==> config.mk <==
export PLATFORM = sky130hd
export DESIGN_NAME = pattern_detect_ctrl
export DESIGN_NICKNAME = d
export VERILOG_FILES = /design/src/rtl/pattern_ctrl_pkg.sv /design/src/rtl/seq_match_engine.sv /design/src/rtl/pattern_detect_ctrl.sv
export SDC_FILE = /design/constraint.sdc
export NUM_CORES = 1
export LEC_CHECK = 0
export CAP_MARGIN = 20
export CORE_MARGIN = 3
export CORE_UTILIZATION = 55
export CTS_CLUSTER_DIAMETER = 50
export DETAILED_ROUTE_END_ITERATION = 10
export DONT_BUFFER_PORTS = 1
export PLACE_DENSITY = 0.7
export SYNTH_ARGS = -nofsm -noshare
export SYNTH_HDL_FRONTEND = slang
export SYNTH_SLANG_ARGS = --single-unit
==> constraint.sdc <==
create_clock -name clk -period 1.9 [get_ports clk]
set_input_delay 0.38 -clock clk [delete_from_list [all_inputs] [get_ports clk]]
set_output_delay 0.38 -clock clk [all_outputs]
set_load 0.005 [all_outputs]
==> src/rtl/pattern_ctrl_pkg.sv <==
// Shared definitions for the pattern detection controller.
//   state_t    : controller FSM states (IDLE, SHIFT, DONE)
//   DATA_W_DEF : default frame width in bits
//   PAT_W_DEF  : default pattern width in bits
//   COUNT_W    : width of the match counter
//   COUNT_SAT  : value at which the match counter saturates
package pattern_ctrl_pkg;

    localparam int DATA_W_DEF = 8;
    localparam int PAT_W_DEF  = 4;
    localparam int COUNT_W    = 4;

    localparam logic [COUNT_W-1:0] COUNT_SAT = 4'd15;

    typedef enum logic [1:0] {
        IDLE  = 2'd0,
        SHIFT = 2'd1,
        DONE  = 2'd2
    } state_t;

endpackage

==> src/rtl/seq_match_engine.sv <==
// Serial pattern match engine: shifts in one bit per enabled cycle, compares
// the most recent PAT_W bits against the pattern and counts matches
// (overlapping matches count, saturating at COUNT_SAT).
// Ports:
//   clk     in  1        clock
//   clr     in  1        clears history, fill tracking and count
//   bit_en  in  1        a new bit is presented on bit_in
//   bit_in  in  1        serial data bit
//   pattern in  PAT_W    pattern to compare against
//   count   out COUNT_W  number of matches since the last clr
module seq_match_engine
    import pattern_ctrl_pkg::*;
#(
    parameter int PAT_W = PAT_W_DEF
) (
    input  logic               clk,
    input  logic               clr,
    input  logic               bit_en,
    input  logic               bit_in,
    input  logic [PAT_W-1:0]   pattern,
    output logic [COUNT_W-1:0] count
);

    logic [PAT_W-1:0]   r_hist;
    logic [PAT_W-1:0]   r_fill;
    logic               r_match_p1;
    logic [COUNT_W-1:0] r_count;

    logic [PAT_W-1:0]   w_hist_next;
    logic [PAT_W-1:0]   w_fill_next;

    function automatic logic [COUNT_W-1:0] sat_inc(input logic [COUNT_W-1:0] c);
        return (c == COUNT_SAT) ? c : c + 1'b1;
    endfunction

    assign w_hist_next = {r_hist[PAT_W-2:0], bit_in};
    // r_fill is a thermometer of bits seen; its MSB marks a full window so
    // bits from an earlier frame can never form a match.
    assign w_fill_next = {r_fill[PAT_W-2:0], 1'b1};

    // Stage p0 -> p1: shift in the bit and register the compare result
    // Stage p1 -> count: fold a registered match into the saturating counter
    always_ff @(posedge clk) begin
        if (clr) begin
            r_hist     <= '0;
            r_fill     <= '0;
            r_match_p1 <= 1'b0;
            r_count    <= '0;
        end else begin
            if (bit_en) begin
                r_hist <= w_hist_next;
                r_fill <= w_fill_next;
            end
            r_match_p1 <= bit_en & w_fill_next[PAT_W-1] & (w_hist_next == pattern);
            if (r_match_p1) begin
                r_count <= sat_inc(r_count);
            end
        end
    end

    assign count = r_count;

endmodule

==> src/rtl/pattern_detect_ctrl.sv <==
// Two-requester pattern detection controller. A round-robin arbiter accepts
// one frame at a time, streams it MSB first through seq_match_engine and
// holds the result until the consumer takes it.
// Ports:
//   clk         in  1        clock
//   reset       in  1        synchronous active-high reset
//   req_valid   in  2        per-requester frame valid
//   req_data0   in  DATA_W   requester 0 frame
//   req_data1   in  DATA_W   requester 1 frame
//   req_ready   out 2        one-hot grant (only in IDLE)
//   cfg_pattern in  PAT_W    pattern, captured at accept
//   rsp_valid   out 1        result valid (DONE state)
//   rsp_ready   in  1        consumer accepts result
//   rsp_id      out 1        requester of this result
//   rsp_count   out 4        overlapping match count
//   rsp_hit     out 1        rsp_count != 0
//   busy        out 1        state != IDLE
module pattern_detect_ctrl
    import pattern_ctrl_pkg::*;
#(
    parameter int DATA_W = DATA_W_DEF,
    parameter int PAT_W  = PAT_W_DEF
) (
    input  logic              clk,
    input  logic              reset,
    input  logic [1:0]        req_valid,
    input  logic [DATA_W-1:0] req_data0,
    input  logic [DATA_W-1:0] req_data1,
    output logic [1:0]        req_ready,
    input  logic [PAT_W-1:0]  cfg_pattern,
    output logic              rsp_valid,
    input  logic              rsp_ready,
    output logic              rsp_id,
    output logic [3:0]        rsp_count,
    output logic              rsp_hit,
    output logic              busy
);

    localparam int IDX_W = (DATA_W > 1) ? $clog2(DATA_W) : 1;

    state_t             r_state;
    state_t             w_state_next;
    logic               r_last_grant;
    logic               r_id;
    logic               r_drain;
    logic [DATA_W-1:0]  r_frame;
    logic [PAT_W-1:0]   r_pattern;
    logic [IDX_W-1:0]   r_bit_idx;

    logic [1:0]         w_grant;
    logic               w_accept;
    logic               w_accept_id;
    logic               w_bit_en;
    logic               w_eng_clr;
    logic [COUNT_W-1:0] w_count;

    // Round-robin: on a tie the requester not granted last wins.
    always_comb begin
        w_grant = 2'b00;
        if (r_state == IDLE && !reset) begin
            case (req_valid)
                2'b01:   w_grant = 2'b01;
                2'b10:   w_grant = 2'b10;
                2'b11:   w_grant = r_last_grant ? 2'b01 : 2'b10;
                default: w_grant = 2'b00;
            endcase
        end
    end

    assign w_accept    = |(req_valid & w_grant);
    assign w_accept_id = w_grant[1];
    // SHIFT holds one extra drain cycle so the registered compare of the
    // last bit reaches the counter before DONE.
    assign w_bit_en    = (r_state == SHIFT) && !r_drain;

    always_comb begin
        w_state_next = r_state;
        case (r_state)
            IDLE:    if (w_accept)  w_state_next = SHIFT;
            SHIFT:   if (r_drain)   w_state_next = DONE;
            DONE:    if (rsp_ready) w_state_next = IDLE;
            default: w_state_next = IDLE;
        endcase
    end

    always_ff @(posedge clk) begin
        if (reset) begin
            r_state      <= IDLE;
            r_last_grant <= 1'b1;
            r_id         <= 1'b0;
            r_drain      <= 1'b0;
        end else begin
            r_state <= w_state_next;
            if (w_accept) begin
                r_last_grant <= w_accept_id;
                r_id         <= w_accept_id;
                r_drain      <= 1'b0;
            end else if (w_bit_en && r_bit_idx == '0) begin
                r_drain <= 1'b1;
            end
        end
    end

    // Frame, pattern and bit index are only meaningful after an accept.
    always_ff @(posedge clk) begin
        if (w_accept) begin
            r_frame   <= w_accept_id ? req_data1 : req_data0;
            r_pattern <= cfg_pattern;
            r_bit_idx <= IDX_W'(DATA_W - 1);
        end else if (w_bit_en && r_bit_idx != '0) begin
            r_bit_idx <= r_bit_idx - 1'b1;
        end
    end

    assign w_eng_clr = reset | w_accept;

    seq_match_engine #(
        .PAT_W (PAT_W)
    ) u_engine (
        .clk     (clk),
        .clr     (w_eng_clr),
        .bit_en  (w_bit_en),
        .bit_in  (r_frame[r_bit_idx]),
        .pattern (r_pattern),
        .count   (w_count)
    );

    assign req_ready = w_grant;
    assign rsp_valid = (r_state == DONE);
    assign rsp_id    = r_id;
    assign rsp_count = w_count;
    assign rsp_hit   = (w_count != '0);
    assign busy      = (r_state != IDLE);

endmodule

==> flow_metrics.py <==
metrics = {
    "routing": {
        "m1WireLength_um": 970,
        "wl_met2_um": 881,
        "wl_met3_um": 210,
        "wire_per_inst_um": 13.1,
        "drtPass1Iterations": 4,
        "drtAntennaViolNets": 0,
        "top_layer": "met4",
        "first_iter_violations": 34,
        "vias": 874,
        "vias_per_cell": 5.46,
        "drc": 0,
        "routed_wl_um": 2090,
    },
    "critical_path": {
        "path_delay_family": "buffers and inverters",
        "required_ns": 1.86,
        "crit_chain": "nor3_1 -> o21ai_0 -> inv_1",
        "crit_fanout": 14,
        "slowest_delay_ns": 0.43,
        "crit_path_end_kind": "flip-flop",
        "start_kind": "flip-flop",
        "crit_slowest_cell": "inv_1",
        "cp_num_buf_inv": 1,
        "path_class": "flip-flop to flip-flop",
        "crit_start": "r_state[1]",
        "worstPathArrival_ns": 1.64,
        "timing.rr.start": "r_state[1]",
    },
    "clock_network": {
        "clk_path_buf_depth": 2,
        "cts_tree": "yes",
        "cts_sinks": 31,
        "h-tree-depth": 2,
        "ctsHoldBuffers": 0,
        "cts_root_buf": "clkbuf_4",
        "clk_latency_ns": 0.31,
        "cts_buffers": 5,
        "path_clk_slew_ns": 0.09,
    },
    "global_route": {
        "grt_max_degree": 15,
        "grt-ovfl-total": 0,
        "antenna_found_initial": 0,
        "grt_pass1_wl_um": 3840,
        "grt_pass1_vias": 866,
        "grt_use_total": 0.158,
    },
    "logic_synthesis": {
        "avgSynthCellArea_um2": 11.3,
        "ys_top_cells_by_area": "dfxtp_1 28%, edfxtp_1 26%, mux2_2 6.5%, nor2_1 4.1%, mux4_1 3.8%",
        "yosys_warnings": 0,
        "synth_top_area_frac": 0.276,
        "yosysMostFrequentCell": "dfxtp_1",
        "synth_edf_count": 12,
        "netlist_area_mm2": 0.00138,
        "yosysSeqAreaShare": 0.537,
        "synth_cell_types": 31,
        "synth_area_leader_cell": "dfxtp_1",
        "synth-async-reset-ratio": 0,
        "synth_common_cells": "19 x dfxtp_1, 15 x nor2_1, 12 x edfxtp_1, 9 x inv_1, 8 x mux2_2",
        "ys_ff_latch": 31,
        "ys.flop_type": "dfxtp_1",
        "synth_nets": 151,
        "syn_inst": 122,
    },
    "power": {
        "max-vdd-ir-drop_mv": 0.480,
        "power_leakage_nw": 0.584,
        "p_switching_w": 0.000320,
        "pwr-share-clk": 0.271,
        "internal-power_w": 0.000974,
        "power_density_mw_per_mm2": 861,
        "p_comb_frac": 0.143,
        "switching_share": 0.247,
        "power_frac_seq": 0.585,
    },
    "die": {
        "io_pins": 35,
        "fp.dieArea_mm2": 0.00314,
        "die_y_um": 56.1,
        "core_area_mm2": 0.00230,
        "dieWidth_um": 56.1,
        "rows": 17,
        "initial_core_util": 0.600,
    },
    "placement": {
        "hpwl_um": 1520,
        "portBuffers": 0,
        "dpl_worst_slack_ns": 0.240,
        "globalplace.congestion": 0.793,
        "placed_cells": 150,
    },
    "timing": {
        "clock.fmax_mhz": 595,
        "hold_viol_final": 0,
        "rsz0062_at_grt": "no",
        "drv_slew": 0,
        "period_needed_ns": 1.68,
        "finalClockSkew_ns": 0.00461,
        "finalWorstSetupSlack_ns": 0.219,
        "slew_headroom": 0.662,
        "fin_tns_setup_ns": 0,
        "setup_violations": 0,
        "worst_pin_slew_ns": 0.507,
        "fin_crit_sh": 0.885,
    },
    "status": {
        "status": "completed",
    },
    "finish": {
        "area_delta_synth_final_pct": 8.98,
        "instances_no_fill": 160,
        "n_fill_cell": 177,
        "n_antenna_cell": 0,
        "layout-drive-gt1-share": 0.174,
        "fin_nets": 160,
    },
    "min_path": {
        "hp-start": "reset",
        "hp-class": "input pin to flip-flop",
    },
    "flow_run": {
        "maxCapViolCount": 0,
    },
}
==> area by class of cell <==
cell class,count,area (µm²),share of cell area
clock inverters,1,5.00,0.00333
multi-input cells,80,601,0.400
clock buffers,7,45.0,0.0300
flip-flops and latches,31,741,0.493
inverters,9,33.8,0.0225
repair buffers,4,42.5,0.0283
well taps,28,35.0,0.0233
==> sequential cells by signal (all words and copies together) (netlist names), 2 cells and up <==
name and cells:
u_engine.count 4, r_frame 8, r_bit_idx 3, u_engine.r_hist 3
r_pattern 4, r_state 2, u_engine.r_fill 3
==> what timing repair did <==
item	4_1_cts	5_1_grt
resized for setup	1	0
buffers inserted	0	2
pin swaps	0	1
endpoints found under the setup margin	1	1
==> cells in the final DEF (no fill, tap or decap), types with 4 or more instances in the layout <==
| master | synthesis | final |
|---|---|---|
| nand3_1 | 6 | 5 |
| nand2_1 | 7 | 7 |
| edfxtp_1 | 12 | 12 |
| dfxtp_1 | 19 | 19 |
| mux2i_1 | 4 | 4 |
| a21oi_1 | 4 | 4 |
| xnor2_1 | 6 | 6 |
| mux2_2 | 8 | 8 |
| ha_1 | 4 | 4 |
| clkbuf_4 | 0 | 5 |
| nor2_1 | 15 | 15 |
| inv_1 | 9 | 9 |
==> through the flow <==
step	utilization	area [µm²]	hold slack (ns)	power (W)
finish	0.654	1500	0.125	0.00129
global route	0.654	1500	0.114	0.00137
CTS	0.648	1490	0.114	0.00131
detailed placement	0.624	1430	0.453	0.000957
global placement	0.624	1430	0.452	0.000951
floorplan	-	1380	0.437	0.000916
==> power by group through the flow <==
stage | Combinational (W) | Clock [W] | Sequential (W)
2_1_floorplan | 0.000150 | 0 | 0.000766
3_3_place_gp | 0.000177 | 0 | 0.000773
3_5_place_dp | 0.000183 | 0 | 0.000773
4_1_cts | 0.000185 | 0.000364 | 0.000759
5_1_grt | 0.000208 | 0.000398 | 0.000764
6_report | 0.000186 | 0.000351 | 0.000758
==> kinds of logic (layout without fill, tap and decap cells) <==
logic type                 count (synthesis)  count (layout)  synth area share
adders and majority gates                  4               4            0.0363
DFF                                       31              31             0.537
and+or+nand+nor                           39              39             0.137
AOI/OAI and AO/OA                         14              14            0.0653
muxes                                     15              15             0.142
buffers and inverters                     11              21            0.0308
xor gates and xnor gates                   8               8            0.0508
==> final timing paths <==
path	cells past startpoint	endpoint	slack [ns]
worst min register to register	2	u_engine.r_match_p1	0.46
worst min-delay path	1	r_state[1]	0.13
worst max-delay path	3	r_frame[1]	0.22
worst max register to register	3	r_frame[1]	0.22
==> per-layer routing <==
metal | up-vias | GRT usage
li1 | 446 | -
met1 | 392 | 0.197
met2 | 32 | 0.230
met3 | 4 | 0.0742
met4 | 0 | 0.0712
met5 | - | 0
Note: power is estimated with default switching activity, not from simulation.
